[src/rtl/button_event_arbiter.sv]
// button_event_arbiter: synchronizes, debounces and edge-detects N push buttons,
// times long presses, and serializes press/release/long-press events onto a
// single valid/ready output using a round-robin arbiter.
module button_event_arbiter #(
  parameter int unsigned N_BUTTONS         = 4,
  parameter bit          INVERT            = 1'b1,
  parameter int unsigned DEBOUNCE_CYCLES   = 500000,
  parameter int unsigned LONG_PRESS_CYCLES = 25000000,
  localparam int unsigned ID_W = (N_BUTTONS > 1) ? $clog2(N_BUTTONS) : 1
) (
  input  logic                 clock,
  input  logic                 reset,
  input  logic [N_BUTTONS-1:0] button_signal,
  output logic                 event_valid,
  input  logic                 event_ready,
  output logic [ID_W-1:0]      event_id,
  output logic [1:0]           event_type,
  output logic [N_BUTTONS-1:0] overflow
);

  localparam int unsigned CNT_W  = $clog2(DEBOUNCE_CYCLES + 1);
  localparam int unsigned HOLD_W = (LONG_PRESS_CYCLES > 0) ? $clog2(LONG_PRESS_CYCLES + 1) : 1;

  typedef enum logic [1:0] {
    EV_PRESS   = 2'b00,
    EV_RELEASE = 2'b01,
    EV_LONG    = 2'b10
  } ev_type_t;

  logic [N_BUTTONS-1:0] sync1, sync2, stable;
  logic [CNT_W-1:0]     cnt [N_BUTTONS];
  logic [N_BUTTONS-1:0] flip, rise, fall, long_hit;
  logic [N_BUTTONS-1:0] pend_press, pend_long, pend_release, any_pend;
  logic [N_BUTTONS-1:0] clr_press, clr_long, clr_release;
  logic [ID_W-1:0]      ptr, win_idx, cand;
  logic                 win_found, load;
  ev_type_t             win_type;
  int unsigned          scan;

  // Two-flop synchronizer followed by a per-button stability counter
  always_ff @(posedge clock) begin
    if (reset) begin
      sync1  <= '0;
      sync2  <= '0;
      stable <= '0;
      for (int unsigned i = 0; i < N_BUTTONS; i++) cnt[i] <= '0;
    end else begin
      sync1 <= button_signal ^ {N_BUTTONS{INVERT}};
      sync2 <= sync1;
      for (int unsigned i = 0; i < N_BUTTONS; i++) begin
        if (sync2[i] == stable[i]) begin
          cnt[i] <= '0;
        end else if (flip[i]) begin
          stable[i] <= sync2[i];
          cnt[i]    <= '0;
        end else begin
          cnt[i] <= cnt[i] + 1'b1;
        end
      end
    end
  end

  // Debounced level changes this cycle, split into rising and falling edges
  always_comb begin
    flip = '0;
    for (int unsigned i = 0; i < N_BUTTONS; i++)
      flip[i] = (sync2[i] != stable[i]) && (cnt[i] == CNT_W'(DEBOUNCE_CYCLES - 1));
    rise = flip & sync2;
    fall = flip & ~sync2;
  end

  generate
    if (LONG_PRESS_CYCLES > 0) begin : g_long
      logic [HOLD_W-1:0] hold [N_BUTTONS];

      // Hold timer runs while pressed and saturates at the threshold
      always_ff @(posedge clock) begin
        if (reset) begin
          for (int unsigned i = 0; i < N_BUTTONS; i++) hold[i] <= '0;
        end else begin
          for (int unsigned i = 0; i < N_BUTTONS; i++) begin
            if (!stable[i])
              hold[i] <= '0;
            else if (hold[i] != HOLD_W'(LONG_PRESS_CYCLES))
              hold[i] <= hold[i] + 1'b1;
          end
        end
      end

      // Long-press fires exactly on the edge the timer reaches the threshold
      always_comb begin
        long_hit = '0;
        for (int unsigned i = 0; i < N_BUTTONS; i++)
          long_hit[i] = stable[i] && (hold[i] == HOLD_W'(LONG_PRESS_CYCLES - 1));
      end
    end else begin : g_no_long
      // Long-press disabled
      always_comb long_hit = '0;
    end
  endgenerate

  // Round-robin pick of the first button with pending work, then the
  // per-button type in causal order: press, long, release
  always_comb begin
    any_pend  = pend_press | pend_long | pend_release;
    win_found = 1'b0;
    win_idx   = '0;
    cand      = '0;
    scan      = 0;
    for (int unsigned i = 0; i < N_BUTTONS; i++) begin
      scan = 32'(ptr) + i;
      if (scan >= N_BUTTONS) scan = scan - N_BUTTONS;
      cand = ID_W'(scan);
      if (!win_found && any_pend[cand]) begin
        win_found = 1'b1;
        win_idx   = cand;
      end
    end

    if (pend_press[win_idx])     win_type = EV_PRESS;
    else if (pend_long[win_idx]) win_type = EV_LONG;
    else                         win_type = EV_RELEASE;

    load        = win_found && (!event_valid || event_ready);
    clr_press   = '0;
    clr_long    = '0;
    clr_release = '0;
    if (load) begin
      case (win_type)
        EV_PRESS: clr_press[win_idx]   = 1'b1;
        EV_LONG:  clr_long[win_idx]    = 1'b1;
        default:  clr_release[win_idx] = 1'b1;
      endcase
    end
  end

  // Pending flags; a new event on an already-pending, ungranted flag is
  // merged and recorded in the sticky overflow bit
  always_ff @(posedge clock) begin
    if (reset) begin
      pend_press   <= '0;
      pend_long    <= '0;
      pend_release <= '0;
      overflow     <= '0;
    end else begin
      pend_press   <= rise | (pend_press & ~clr_press);
      pend_long    <= long_hit | (pend_long & ~clr_long);
      pend_release <= fall | (pend_release & ~clr_release);
      overflow     <= overflow
                    | (rise     & pend_press   & ~clr_press)
                    | (long_hit & pend_long    & ~clr_long)
                    | (fall     & pend_release & ~clr_release);
    end
  end

  // Output slot and round-robin pointer
  always_ff @(posedge clock) begin
    if (reset) begin
      event_valid <= 1'b0;
      event_id    <= '0;
      event_type  <= EV_PRESS;
      ptr         <= '0;
    end else if (load) begin
      event_valid <= 1'b1;
      event_id    <= win_idx;
      event_type  <= win_type;
      ptr         <= (win_idx == ID_W'(N_BUTTONS - 1)) ? '0 : win_idx + 1'b1;
    end else if (event_ready) begin
      event_valid <= 1'b0;
    end
  end

endmodule

[config.mk]
export PLATFORM = sky130hd
export DESIGN_NAME = button_event_arbiter
export DESIGN_NICKNAME = d
export VERILOG_FILES = /design/src/rtl/button_event_arbiter.sv
export SDC_FILE = /design/constraint.sdc
export NUM_CORES = 1
export LEC_CHECK = 0
export ABC_AREA = 0
export CAP_MARGIN = 5
export CORE_MARGIN = 2
export CORE_UTILIZATION = 60
export DETAILED_ROUTE_END_ITERATION = 10
export DONT_BUFFER_PORTS = 1
export PLACE_DENSITY = 0.85
export SLEW_MARGIN = 15
export SYNTH_ARGS = -nofsm -noshare
export SYNTH_HDL_FRONTEND = slang
export SYNTH_SLANG_ARGS = --single-unit
[constraint.sdc]
create_clock -name clock -period 3.2 [get_ports clock]
set_input_delay 0.32 -clock clock [delete_from_list [all_inputs] [get_ports clock]]
set_output_delay 0.32 -clock clock [all_outputs]
set_load 0.02 [all_outputs]
==> results of run 1 <==
cells by family (layout without fill, tap and decap cells):
kind of cell               after synthesis  after routing  synth area share [%]
buffers and inverters                   65             96                  2.21
and+or+nand+nor                        565            565                  25.0
adders and majority gates               14             14                  1.59
other                                    1             76                0.0340
muxes                                    5              5                 0.453
xor gates and xnor gates               155            155                  12.3
AOI/OAI and AO/OA                       72             72                  4.21
DFF                                    211            211                  54.2
sequential cells by signal (all words and copies together), names as in the netlist:
register / cells
pend_release: 4
event_valid: 1
pend_long: 4
event_type: 2
stable: 4
g_long.hold: 100
sync1: 4
event_id: 2
ptr: 2
sync2: 4
overflow: 4
pend_press: 4
cnt: 76
report_power, final:
| group | switching (W) | total, W | leakage [nW] | internal, W |
|---|---|---|---|---|
| combinational | 0.0000612 | 0.000102 | 1.67 | 0.0000404 |
| clock | 0.00103 | 0.00261 | 0.364 | 0.00157 |
| sequential | 0.0000486 | 0.00305 | 2.30 | 0.00300 |
area by class of cell:
| cell class | instances | area (um^2) | share of cell area (%) |
|---|---|---|---|
| inverters | 39 | 146 | 1.18 |
| well taps | 229 | 287 | 2.31 |
| flip-flops and latches | 211 | 5990 | 48.3 |
| multi-input cells | 887 | 5100 | 41.1 |
| repair buffers | 17 | 140 | 1.13 |
| clock buffers | 31 | 647 | 5.22 |
| clock inverters | 9 | 100 | 0.807 |
metrics by stage:
step	util (%)	hold slack [ns]	setup WS, ns	instance area [um^2]
final	68.8	0.0727	0.514	12400
after global routing	68.8	0.0722	0.306	12400
after CTS	68.8	0.0562	0.525	12400
after detailed placement	64.3	0.391	0.591	11600
after global placement	64.3	0.389	0.739	11600
after floorplan	-	0.387	0.777	11300
path summary, 6_finish.rpt:
path                                 from                    endpoint  slack (ns)  depth (start not counted)
setup / recovery  pend_long[0]$_SDFF_PP0_  pend_release[0]$_SDFF_PP0_        0.51                          7
hold / removal                event_ready    event_valid$_SDFFE_PP0P_        0.07                          2
setup reg to reg  pend_long[0]$_SDFF_PP0_  pend_release[0]$_SDFF_PP0_        0.51                          7
hold reg to reg       sync1[1]$_SDFF_PP0_         sync2[1]$_SDFF_PP0_        0.46                          1
cells in the mapped netlist (all sizes together), types with 3 or more instances:
library cell	number	area (um^2)
a21oi	30	150
a31oi	3	18.8
a41oi	5	43.8
and2	3	18.8
and3	30	188
and4	13	114
buf	3	11.3
clkbuf	23	86.3
dfxtp	35	701
edfxtp	176	5290
ha	14	175
inv	39	146
mux2i	5	50.1
nand2	84	315
nand2b	6	37.5
nand3	79	395
nand3b	8	60.1
nand4	28	175
nor2	225	845
nor2b	6	37.5
nor3	20	121
nor3b	3	22.5
nor4	15	93.8
nor4b	13	114
o21ai	12	60.1
o31ai	3	22.5
or2	6	37.5
or3	17	106
xnor2	55	482
xor2	100	876
metal layers:
metal	wire length, um	global-route usage, %	part of all wire, %
met3	870	3.96	4.2
met4	554	7.16	2.7
met5	0	0	0
met2	10200	36.4	49
met1	9180	27.3	44
timing repair:
action | in CTS | in global routing
hold endpoints to repair | 32 | 0
resized for setup | 0 | 0
endpoints found under the setup margin | 0 | 0
hold buffers | 7 | 0
==> reports/summary.txt, run 1 <==
outcome: completed
crit path max fanout: 9
Worst path slowest cell: nor3_4
worst skew pair latency: 0.50 ns
P per Cell Area: 464 nW/um^2
slew margin rel.: 43.9%
die area: 19,500 um^2
Clock Pin Slew Worst Setup and Hold Paths: 0.06 ns
clock skew: 0.00968 ns
overall routing resource usage: 21.2%
Final Hold Viols: 0
Pre-Repair DR Iteration Count: 7
period utilisation layout: 83.9%
dpl cells: 1,376
Bufs and invs on worst path: 0
Ports: 16
clock buffer depth: 3
# DRC: 0
Finished Layout Cells: 1,423
register area share after synthesis: 54.2%
Mapped Area: 11,000 um^2
fmax: 372 MHz
number of flops mapped to enable cells by yosys: 176
clock sinks: 211
detailed placement HPWL: 14,000 um
crit-path cells: nor3_1 -> o32ai_2 -> nor3_4 -> mux2i_1 -> a22o_1 -> nand3_1 -> o311a_1
Post-CTS Setup Inserts: 0
Via density: 5.52
Synth Instances: 1,088
Rows: 49
htree depth: 1
Critical Path Max Stage Delay: 0.42 ns
vias in the first global route: 7,655
synthesized area per cell: 10.2 um^2
Layout Nets: 1,199
CP startpoint kind: flop
Antenna Violating Nets Remaining: 0
crit path time final: 2.69 ns
most frequent cells in the layout: 225 x nor2_1, 176 x edfxtp_1, 100 x xor2_1
count of unique library cells instantiated by Yosys: 58
FILL cells: 1,357
Pleak: 4.33 nW
share of layout cells above drive strength 1: 5.11%
WL final: 20,800 um
DRT iter0 DRCs: 413
Remaining Overflow, GRT: 0
Max IR drop VDD: 427 uV
CTS root buf: clkbuf_16
Setup Viol. Count Final: 0
global-route wire length before repair: 35,100 um
CTS tree: yes
Vias: 7,855
Initial Utilization: 61.3%
antenna violations before repair: 0
total power: 0.00575 W
Critical Path AT: 3.07 ns
Maximum Capacitance Violations: 0
Sum Neg Setup Slack: 0 ns
CTS buffer count: 22
Max Slew Vio Count: 0
Avg WL per Cell: 14.6 um
class of the most critical hold timing path: in2reg
Setup CP Type: reg2reg
Setup crit end kind: flop
Final GP Congestion: 0.878
Worst Tran Pin Value: 0.840 ns
die width: 140 um
pin count of the biggest net entering global routing: 31
Main synth FF type: edfxtp_1
#FFs+latches synth: 211
cell family contributing the most delay on the critical path: simple AND/OR/NAND/NOR gates
Post-synth ARST share: 0%
area of the core: 18,000 um^2
Yosys warning total: 0
Area growth, synth to finish: 12.3%
Critical Path RT: 3.59 ns
unrepaired setup endpoints after global routing: no
Inserted Diodes: 0
DIE HEIGHT: 140 um
number of buffers added on ports: 0
most common cell after layout, fill and taps aside: nor2_1
No activity file was read; power rests on OpenSTA's default activity.
==> run 2, diff against run 1 <==
==> constraint.sdc (replaced) <==
create_clock -name clock -period 2.8 [get_ports clock]
set_input_delay 0.28 -clock clock [delete_from_list [all_inputs] [get_ports clock]]
set_output_delay 0.28 -clock clock [all_outputs]
set_load 0.02 [all_outputs]
==> reports/summary.txt, run 2 (same netlist as run 1, synthesis figures left out) <==
outcome: completed (unchanged)
switch share: 19.6% (was 19.9%)
Max IR drop VDD: 610 uV (was 427 uV)
most common cell after layout, fill and taps aside: nor2_1 (unchanged)
hold path cells: 2 (unchanged)
Maximum Capacitance Violations: 0 (unchanged)
dpl cells: 1,382 (was 1,376)
post-layout worst setup margin: 0.180 ns (was 0.514 ns)
Area growth, synth to finish: 13.1% (was 12.3%)
Critical Path Max Stage Delay: 0.47 ns (was 0.42 ns)
post-place instance area: 11,600 um^2 (about the same)
overall routing resource usage: 21.7% (was 21.2%)
# DRC: 0 (unchanged)
proportion of power drawn by the clock network: 45.3% (about the same)
Final Hold Viols: 0 (unchanged)
final design utilization: 69.3% (was 68.8%)
multi-input logic area: 5100 um^2 (unchanged)
die area: 19,500 um^2 (unchanged)
most frequent cells in the layout: 225 x nor2_1, 176 x edfxtp_1, 100 x xor2_1 (unchanged)
Critical R2R Capture: pend_release[0]$_SDFF_PP0_ (unchanged)
clock skew: 0.0109 ns (was 0.00968 ns)
CTS root buf: clkbuf_16 (unchanged)
htree depth: 1 (unchanged)
Internal: 0.00529 W (was 0.00461 W)
global-route wire length before repair: 35,800 um (was 35,100 um)
Vias: 7,929 (was 7,855)
number of buffers added on ports: 0 (unchanged)
Remaining Overflow, GRT: 0 (unchanged)
Comb pwr share: 1.8% (about the same)
Top Registers: g_long.hold: 100 flops, cnt: 76 flops (unchanged)
WHS Endpoint: sync1[2]$_SDFF_PP0_ (was event_valid$_SDFFE_PP0P_)
area occupied by registers: 5990 um^2 (unchanged)
Setup crit end kind: flop (unchanged)
max reg flops: 100 (unchanged)
Rows: 49 (unchanged)
crit path time final: 2.62 ns (was 2.69 ns)
FF-to-FF path depth: 8 (was 7)
fin area: 12,500 um^2 (was 12,400 um^2)
CTS tree: yes (unchanged)
period utilisation layout: 93.6% (was 83.9%)
class of the most critical hold timing path: in2reg (unchanged)
fmax: 382 MHz (was 372 MHz)
CP startpoint kind: flop (unchanged)
FILL cells: 1,336 (was 1,357)
Critical Path AT: 3.01 ns (was 3.07 ns)
Setup Viol. Count Final: 0 (unchanged)
P per Cell Area: 527 nW/um^2 (was 464 nW/um^2)
pin count of the biggest net entering global routing: 32 (was 31)
dpl ws: 0.163 ns (was 0.591 ns)
Layout Nets: 1,209 (was 1,199)
worst skew pair latency: 0.50 ns (about the same)
setup slack, reg-to-reg: 0.18 ns (was 0.51 ns)
Critical Path RT: 3.19 ns (was 3.59 ns)
Antenna Violating Nets Remaining: 0 (unchanged)
Clock Pin Slew Worst Setup and Hold Paths: 0.06 ns (about the same)
slew margin rel.: 44.8% (was 43.9%)
Avg WL per Cell: 14.4 um (was 14.6 um)
Max Slew Vio Count: 0 (unchanged)
unrepaired setup endpoints after global routing: no (unchanged)
DIE HEIGHT: 140 um (unchanged)
detailed placement HPWL: 14,100 um (was 14,000 um)
Ports: 16 (unchanged)
Finished Layout Cells: 1,433 (was 1,423)
Worst Tran Pin Value: 0.826 ns (was 0.840 ns)
share of layout cells above drive strength 1: 5.90% (was 5.11%)
Inserted Diodes: 0 (unchanged)
DRT iter0 DRCs: 411 (was 413)
die width: 140 um (unchanged)
Worst path slowest cell: or3_1 (was nor3_4)
vias in the first global route: 7,874 (was 7,655)
Psw: 0.00129 W (was 0.00114 W)
Reg power frac: 52.9% (about the same)
Sum Neg Setup Slack: 0 ns (unchanged)
crit-path cells: or3_1 -> nor3_2 -> nor3_4 -> buf_4 -> a21oi_1 -> a22o_1 -> nand3_1 -> o311a_1 (was nor3_1 -> o32ai_2 -> nor3_4 -> mux2i_1 -> a22o_1 -> nand3_1 -> o311a_1)
Pleak: 4.40 nW (was 4.33 nW)
Reg with most FFs: g_long.hold (unchanged)
Final GP Congestion: 0.845 (was 0.878)
WL final: 20,600 um (was 20,800 um)
clock buffer depth: 3 (unchanged)
Pre-Repair DR Iteration Count: 5 (was 7)
area of the core: 18,000 um^2 (unchanged)
Initial Utilization: 61.3% (unchanged)
crit path max fanout: 7 (was 9)
CTS buffer count: 23 (was 22)
reg2reg start: pend_press[1]$_SDFF_PP0_ (was pend_long[0]$_SDFF_PP0_)
Via density: 5.53 (was 5.52)
clock sinks: 211 (unchanged)
antenna violations before repair: 0 (unchanged)
Setup CP Type: reg2reg (unchanged)
hold_sp: reset (was event_ready)
## run 2: cell count changes in the layout (fill, tap and decap cells not counted), moves of 2 or more
cell / previous run / this run
clkinvlp_4: 2 / 0
clkbuf_8: 2 / 6
buf_4: 10 / 20
clkinv_2: 5 / 3
## run 2: power groups by stage
stage / Combinational, W / Clock [W] / Sequential (W)
3_3_place_gp: 0.0000946 / 0 / 0.00354
5_1_grt: 0.000137 / 0.00315 / 0.00349
6_report: 0.000118 / 0.00298 / 0.00348
4_1_cts: 0.000114 / 0.00304 / 0.00348
3_5_place_dp: 0.0000964 / 0 / 0.00355
2_1_floorplan: 0.0000912 / 0 / 0.00353
## run 2: final cells by class
class / instances / area share, %
timing repair buffer: 26 / 1.76
clock inverter: 5 / 0.411
multi-input combinational: 887 / 40.8
clock buffer: 36 / 5.65
inverter: 39 / 1.17
sequential: 211 / 47.9
tap: 229 / 2.29
## run 2: metal layers
metal / GRT usage, % / wire length [um]
met1: 28.2 / 9030
met2: 37.4 / 10100
met3: 3.58 / 925
met4: 6.89 / 516
met5: 0 / 0
## run 2: per-stage QoR
step	hold slack, ns	power [W]
after floorplan	0.347	0.00362
after global placement	0.349	0.00364
after detailed placement	0.349	0.00364
after CTS	0.0335	0.00664
after global routing	0.0494	0.00678
final	0.0478	0.00659
## run 2: critical path, delay by kind of cell, from the launching register on
| kind | cells | cell delay [ns] |
|---|---|---|
| compound gates | 3 | 0.95 |
| buf+inv | 1 | 0.15 |
| flops | 1 | 0.35 |
| simple gates | 4 | 1.05 |
## run 2: how the worst max path moves through the flow
stage / startpoint / to / slack (ns) / cells past startpoint
detailed placement: pend_press[0]$_SDFF_PP0_ / pend_release[0]$_SDFF_PP0_ / 0.16 / 7
global placement: pend_press[0]$_SDFF_PP0_ / pend_release[0]$_SDFF_PP0_ / 0.35 / 7
finish: pend_press[1]$_SDFF_PP0_ / pend_release[0]$_SDFF_PP0_ / 0.18 / 8
floorplan: g_long.hold[3][7]$_SDFFCE_PN0P_ / g_long.hold[3][0]$_SDFFCE_PN0P_ / 0.38 / 5
CTS: pend_press[0]$_SDFF_PP0_ / pend_release[0]$_SDFF_PP0_ / 0.16 / 7
global route: pend_press[1]$_SDFF_PP0_ / overflow[3]$_SDFF_PP0_ / 0.03 / 9
## run 2: repair_timing
action	CTS	global route
setup buffers	0	4
hold buffers	6	0
hold endpoints to repair	32	0
resized for setup	0	0
endpoints found under the setup margin	0	2
